File: config.mk
export PLATFORM = sky130hd
export DESIGN_NAME = fp_mul_result_buffer
export DESIGN_NICKNAME = d
export VERILOG_FILES = /design/src/rtl/fp_mul_result_buffer.sv
export SDC_FILE = /design/constraint.sdc
export NUM_CORES = 1
export LEC_CHECK = 0
export CAP_MARGIN = 20
export CORE_UTILIZATION = 49
export CTS_BUF_LIST = sky130_fd_sc_hd__clkbuf_4 sky130_fd_sc_hd__clkbuf_8 sky130_fd_sc_hd__clkbuf_16
export DETAILED_ROUTE_END_ITERATION = 6
export PLACE_DENSITY = 0.76
export SYNTH_ARGS = -nofsm -noshare
export SYNTH_HDL_FRONTEND = slang
export SYNTH_SLANG_ARGS = --single-unit
File: constraint.sdc
create_clock -name clk -period 2.1 [get_ports clk]
set_input_delay 0.315 -clock clk [delete_from_list [all_inputs] [get_ports clk]]
set_output_delay 0.315 -clock clk [all_outputs]
set_load 0.05 [all_outputs]
File: src/rtl/fp_mul_result_buffer.sv
// ============================================================================
// Module   : fp_mul_result_buffer
// Desc     : DEPTH-entry FIFO holding FP multiplier products with their
//            {n,o,u} flags, sticky flag accumulation and, when the macro
//            FPMUL_STATS_EN is defined, saturating per-flag event counters.
// Revision : 1.0  initial release
// ============================================================================
`default_nettype none

module fp_mul_result_buffer #(
    parameter int DEPTH = 4,
    parameter int CNT_W = 16
) (
    input  logic                       clk,
    input  logic                       rst_n,
    input  logic                       in_valid,
    output logic                       in_ready,
    input  logic [31:0]                in_result,
    input  logic                       in_u,
    input  logic                       in_o,
    input  logic                       in_n,
    output logic                       out_valid,
    input  logic                       out_ready,
    output logic [31:0]                out_result,
    output logic [2:0]                 out_flags,
    output logic [$clog2(DEPTH):0]     level,
    output logic [2:0]                 sticky_flags,
    input  logic                       clear_sticky
`ifdef FPMUL_STATS_EN
    ,
    output logic [CNT_W-1:0]           stat_u_cnt,
    output logic [CNT_W-1:0]           stat_o_cnt,
    output logic [CNT_W-1:0]           stat_n_cnt
`endif
);

    localparam int                   c_PTR_W    = $clog2(DEPTH);
    localparam int                   c_LVL_W    = c_PTR_W + 1;
    localparam int                   c_ENTRY_W  = 35;
    localparam logic [c_LVL_W-1:0]   c_DEPTH    = c_LVL_W'(DEPTH);
    localparam logic [c_PTR_W-1:0]   c_LAST_PTR = c_PTR_W'(DEPTH - 1);

    logic [c_ENTRY_W-1:0] r_mem [DEPTH];
    logic [c_PTR_W-1:0]   r_wptr;
    logic [c_PTR_W-1:0]   r_rptr;
    logic [c_LVL_W-1:0]   r_level;
    logic [2:0]           r_sticky;

    logic                 w_push;
    logic                 w_pop;
    logic [2:0]           w_in_flags;
    logic [c_ENTRY_W-1:0] w_head;

    assign w_in_flags = {in_n, in_o, in_u};

    // Handshake flags come only from registered occupancy, never from out_ready.
    assign in_ready  = (r_level < c_DEPTH);
    assign out_valid = (r_level != '0);
    assign w_push    = in_valid && in_ready;
    assign w_pop     = out_valid && out_ready;

    assign w_head     = r_mem[r_rptr];
    assign out_result = out_valid ? w_head[31:0]  : 32'd0;
    assign out_flags  = out_valid ? w_head[34:32] : 3'd0;
    assign level        = r_level;
    assign sticky_flags = r_sticky;

    // Storage is deliberately unreset; the empty-masking above hides stale data.
    always_ff @(posedge clk) begin
        if (w_push) begin
            r_mem[r_wptr] <= {w_in_flags, in_result};
        end
    end

    always_ff @(posedge clk or negedge rst_n) begin
        if (!rst_n) begin
            r_wptr <= '0;
        end else if (w_push) begin
            r_wptr <= (r_wptr == c_LAST_PTR) ? '0 : r_wptr + 1'b1;
        end
    end

    always_ff @(posedge clk or negedge rst_n) begin
        if (!rst_n) begin
            r_rptr <= '0;
        end else if (w_pop) begin
            r_rptr <= (r_rptr == c_LAST_PTR) ? '0 : r_rptr + 1'b1;
        end
    end

    always_ff @(posedge clk or negedge rst_n) begin
        if (!rst_n) begin
            r_level <= '0;
        end else begin
            case ({w_push, w_pop})
                2'b10:   r_level <= r_level + 1'b1;
                2'b01:   r_level <= r_level - 1'b1;
                default: r_level <= r_level;
            endcase
        end
    end

    // A flag set by this cycle's push survives a simultaneous clear.
    always_ff @(posedge clk or negedge rst_n) begin
        if (!rst_n) begin
            r_sticky <= '0;
        end else begin
            r_sticky <= (clear_sticky ? 3'd0 : r_sticky) | (w_push ? w_in_flags : 3'd0);
        end
    end

`ifdef FPMUL_STATS_EN
    logic [2:0][CNT_W-1:0] r_cnt;

    always_ff @(posedge clk or negedge rst_n) begin
        if (!rst_n) begin
            r_cnt <= '0;
        end else begin
            for (int i = 0; i < 3; i++) begin
                if (clear_sticky) begin
                    r_cnt[i] <= (w_push && w_in_flags[i]) ? CNT_W'(1) : '0;
                end else if (w_push && w_in_flags[i] && (r_cnt[i] != '1)) begin
                    r_cnt[i] <= r_cnt[i] + 1'b1;
                end
            end
        end
    end

    assign stat_u_cnt = r_cnt[0];
    assign stat_o_cnt = r_cnt[1];
    assign stat_n_cnt = r_cnt[2];
`endif

endmodule

`default_nettype wire

==> metrics.md <==
| Metric | Value |
|---|---|
| Sw Share | 34.8% |
| Max Fclk | 452 MHz |
| Final hold violations | 0 |
| Vias | 2864 |
| Critical path type | flip-flop to output pin |
| Post-Synth Adder-Cell Area | 1.62% |
| Crit path capture type | output pin |
| Setup crit start | r_rptr[0]$_DFFE_PN0N_ |
| Hold slack | 229 ps |
| Flops & latches, synth | 150 |
| Required time worst endpoint | 1780 ps |
| Tot Pwr | 14.4 mW |
| Combinational family with the most area after synthesis | multiplexers |
| Dpl cells | 507 |
| Type of origin of the critical path | flip-flop |
| Part of the power in registers | 27.3% |
| Die area | 0.0124 mm^2 |
| PD cells | 1780 mW/mm^2 |
| 1st-iter DRT viols | 103 |
| HPWL Detailed | 6520 um |
| Total Neg Setup Slack | -3160 ps |
| Switching power total | 5.00 mW |
| Final ANT Viol Nets | 0 |
| WL/cell | 19.2 um |
| Sequential-to-total area share from yosys stat | 75.9% |
| Initial antenna violation count | 0 |
| Status | finished, violations left |
| Final worst slack | -115 ps |
| Max Cap Violations | 0 |
| Antenna Cells | 0 |
| Aggregate global-route resource usage | 18.0% |
| Number of fill cells | 721 |
| Final setup vio count | 35 |
| Final Max Tran Viols | 0 |
| # clock sinks | 150 |
| Leak | 2.86 nW |
| IO Pins | 83 |
| Dpl cell area | 0.00736 mm^2 |
| FF-to-FF Start | level[0]$_DFFE_PN0P_ |
| Worst path arrival time | 1900 ps |
| Clock Latency Late Sink | 410 ps |
| Fin crit share | 105% |
| Max Buffers Root-to-Sink | 2 |
| Post-DR vias/cell | 5.30 |
| Simple-Gate Fraction of Synth Area | 5.03% |
| Row Count | 39 |
| Number of global-route vias before repair | 3140 |
| Compound-Gate Fraction of Synth Area | 0.426% |
| Final instance area | 0.00807 mm^2 |
| Syn avg cell area | 21.3 um^2 |
| Mux share of post-synthesis cell area | 14.1% |
| IO Port Bufs | 82 |
| Mapped Cells | 276 |
| RSZ-0062 raised after global routing | yes |
| Die W | 111 um |
| CTS tree | yes |
| Hold_buf cts | 0 |
| Reg clk slew, reported paths | 60 ps |
| Routability cong. | 0.702 |
| Failing checks | DRC, setup timing |
| Syn Std Cell Area | 0.00587 mm^2 |
| Height of the die | 111 um |
| Fraction of layout cells with a size suffix above 1 | 42.3% |
| 1st-pass router iterations | 6 |
| Hold WC Path Type | primary input to asynchronous set/reset pin |
| Syn Nets | 323 |
| Clk_skew | 7.24 ps |
| Multi-input gate area in the final layout | 0.00136 mm^2 |
| Clock root cell | clkbuf_16 |
| Final net count | 431 |
| GRT overflow | 0 |
| Final std cells w/o fill | 540 |
| DRC violations left | 6 |
| Slew margin rel. | 65.2% |
| Routed WL | 10400 um |
| Logic pwr share | 51.5% |
| CTS buffer count | 17 |
| Clock power share | 21.2% |
| Layout area overhead | 37.5% |
| CP Max Fanout | 24 |
| Core region area | 0.0116 mm^2 |
| Synth warn | 0 |
| Worst-Margin Slew | 520 ps |
| First-pass GRT wire length | 16300 um |
| VDD IR-drop max | 1010 uV |
| Pint | 9.36 mW |
| Largest net degree at the start of global routing | 37 |
| Post-synthesis xor/xnor area fraction | 0.448% |
| Starting Density | 50.7% |
| Minimum clock period | 2210 ps |
| Reg area | 0.00446 mm^2 |
| Yosys cell types | 22 |
| H-Tree Depth | 4 |
==> cells in the mapped netlist <==
| master | n | area share, % |
|---|---|---|
| and2_1 | 39 | 4.2 |
| and2_4 | 1 | 0.15 |
| buf_2 | 5 | 0.43 |
| buf_6 | 5 | 0.96 |
| clkbuf_1 | 1 | 0.064 |
| dfrtp_1 | 10 | 4.3 |
| dlygate4sd1_1 | 1 | 0.15 |
| dlymetal6s2s_1 | 1 | 0.21 |
| edfxtp_1 | 140 | 72 |
| fa_1 | 1 | 0.34 |
| ha_1 | 6 | 1.3 |
| inv_1 | 10 | 0.64 |
| mux2_4 | 2 | 0.51 |
| mux2i_1 | 1 | 0.17 |
| mux4_2 | 35 | 13 |
| nand2_1 | 5 | 0.32 |
| nor2_1 | 3 | 0.19 |
| nor2b_1 | 1 | 0.11 |
| o21ai_0 | 5 | 0.43 |
| or3_1 | 1 | 0.11 |
| xnor2_1 | 2 | 0.30 |
| xor2_1 | 1 | 0.15 |
==> critical path, stage by stage, from the launching register on <==
cell and delay [ps]:
dfrtp_2 390, buf_12 230, mux4_2 540, and2_4 190
buf_12 140
==> layout make-up <==
cell class | count | share of cell area [%]
sequential | 150 | 55.3
timing repair buffer | 102 | 17.7
multi-input combinational | 103 | 16.8
clock buffer | 18 | 5.36
tap | 143 | 2.22
clock inverter | 14 | 2.17
inverter | 10 | 0.465
==> power groups by stage <==
stage / combinational [mW] / clock (mW) / sequential, mW
2_1_floorplan: 3.82 / 0 / 4.08
3_3_place_gp: 6.93 / 0 / 3.96
3_5_place_dp: 7.01 / 0 / 3.98
4_1_cts: 7.47 / 3.09 / 3.93
5_1_grt: 7.70 / 3.20 / 3.97
6_report: 7.39 / 3.05 / 3.92
==> logic make-up after synthesis <==
| group | count (synthesis) |
|---|---|
| XOR/XNOR | 3 |
| AO/OA/AOI/OAI | 5 |
| AND/OR/NAND/NOR | 50 |
| flip-flops | 150 |
| buffers and inverters | 23 |
| adder cells (fa/ha/maj) | 7 |
| multiplexers | 38 |
==> layout by cell type, fill, tap and decap left out, types with 6 or more instances in the layout <==
| master | Yosys | final |
|---|---|---|
| clkdlybuf4s50_1 | 0 | 46 |
| buf_12 | 0 | 43 |
| and2_4 | 1 | 30 |
| ha_1 | 6 | 6 |
| clkbuf_16 | 0 | 17 |
| buf_4 | 0 | 10 |
| inv_1 | 10 | 10 |
| and2_2 | 0 | 10 |
| mux4_2 | 35 | 35 |
| edfxtp_1 | 140 | 140 |
==> stage by stage <==
stage,setup slack (ps),util (%)
6_report,-115,69.8
5_1_grt,-187,69.8
2_1_floorplan,14.2,-
3_3_place_gp,127,63.7
3_5_place_dp,60.9,63.7
4_1_cts,-147,69.8
==> repair_timing <==
item	4_1_cts	5_1_grt
gates resized for setup	35	0
setup buffers	1	0
setup endpoints to repair	35	35
==> metal layers <==
layer  up-vias  global-route usage (%)  part of all wire (%)
li1       1300                       -                     -
met1      1482                    21.4                    42
met2        78                    31.7                    53
met3         4                    4.74                   3.9
met4         0                    6.49                  0.84
met5         -                       0                     0
==> sequential cells by signal (all words and copies together) (netlist names) <==
register      count
r_mem           140
r_rptr            2
level             3
r_wptr            2
sticky_flags      3
==> path summary, 6_finish.rpt <==
kind	endpoint	slack, ps	depth (start not counted)
hold reg to reg	level[0]$_DFFE_PN0P_	510	1
max in group asynchronous	level[0]$_DFFE_PN0P_	1530	1
setup / recovery	out_result[5]	-110	4
setup reg to reg	level[2]$_DFFE_PN0P_	170	8
min in group clk	level[0]$_DFFE_PN0P_	510	1
hold / removal	sticky_flags[1]$_DFF_PN0_	230	1
Power figures use the tool's default switching activity.
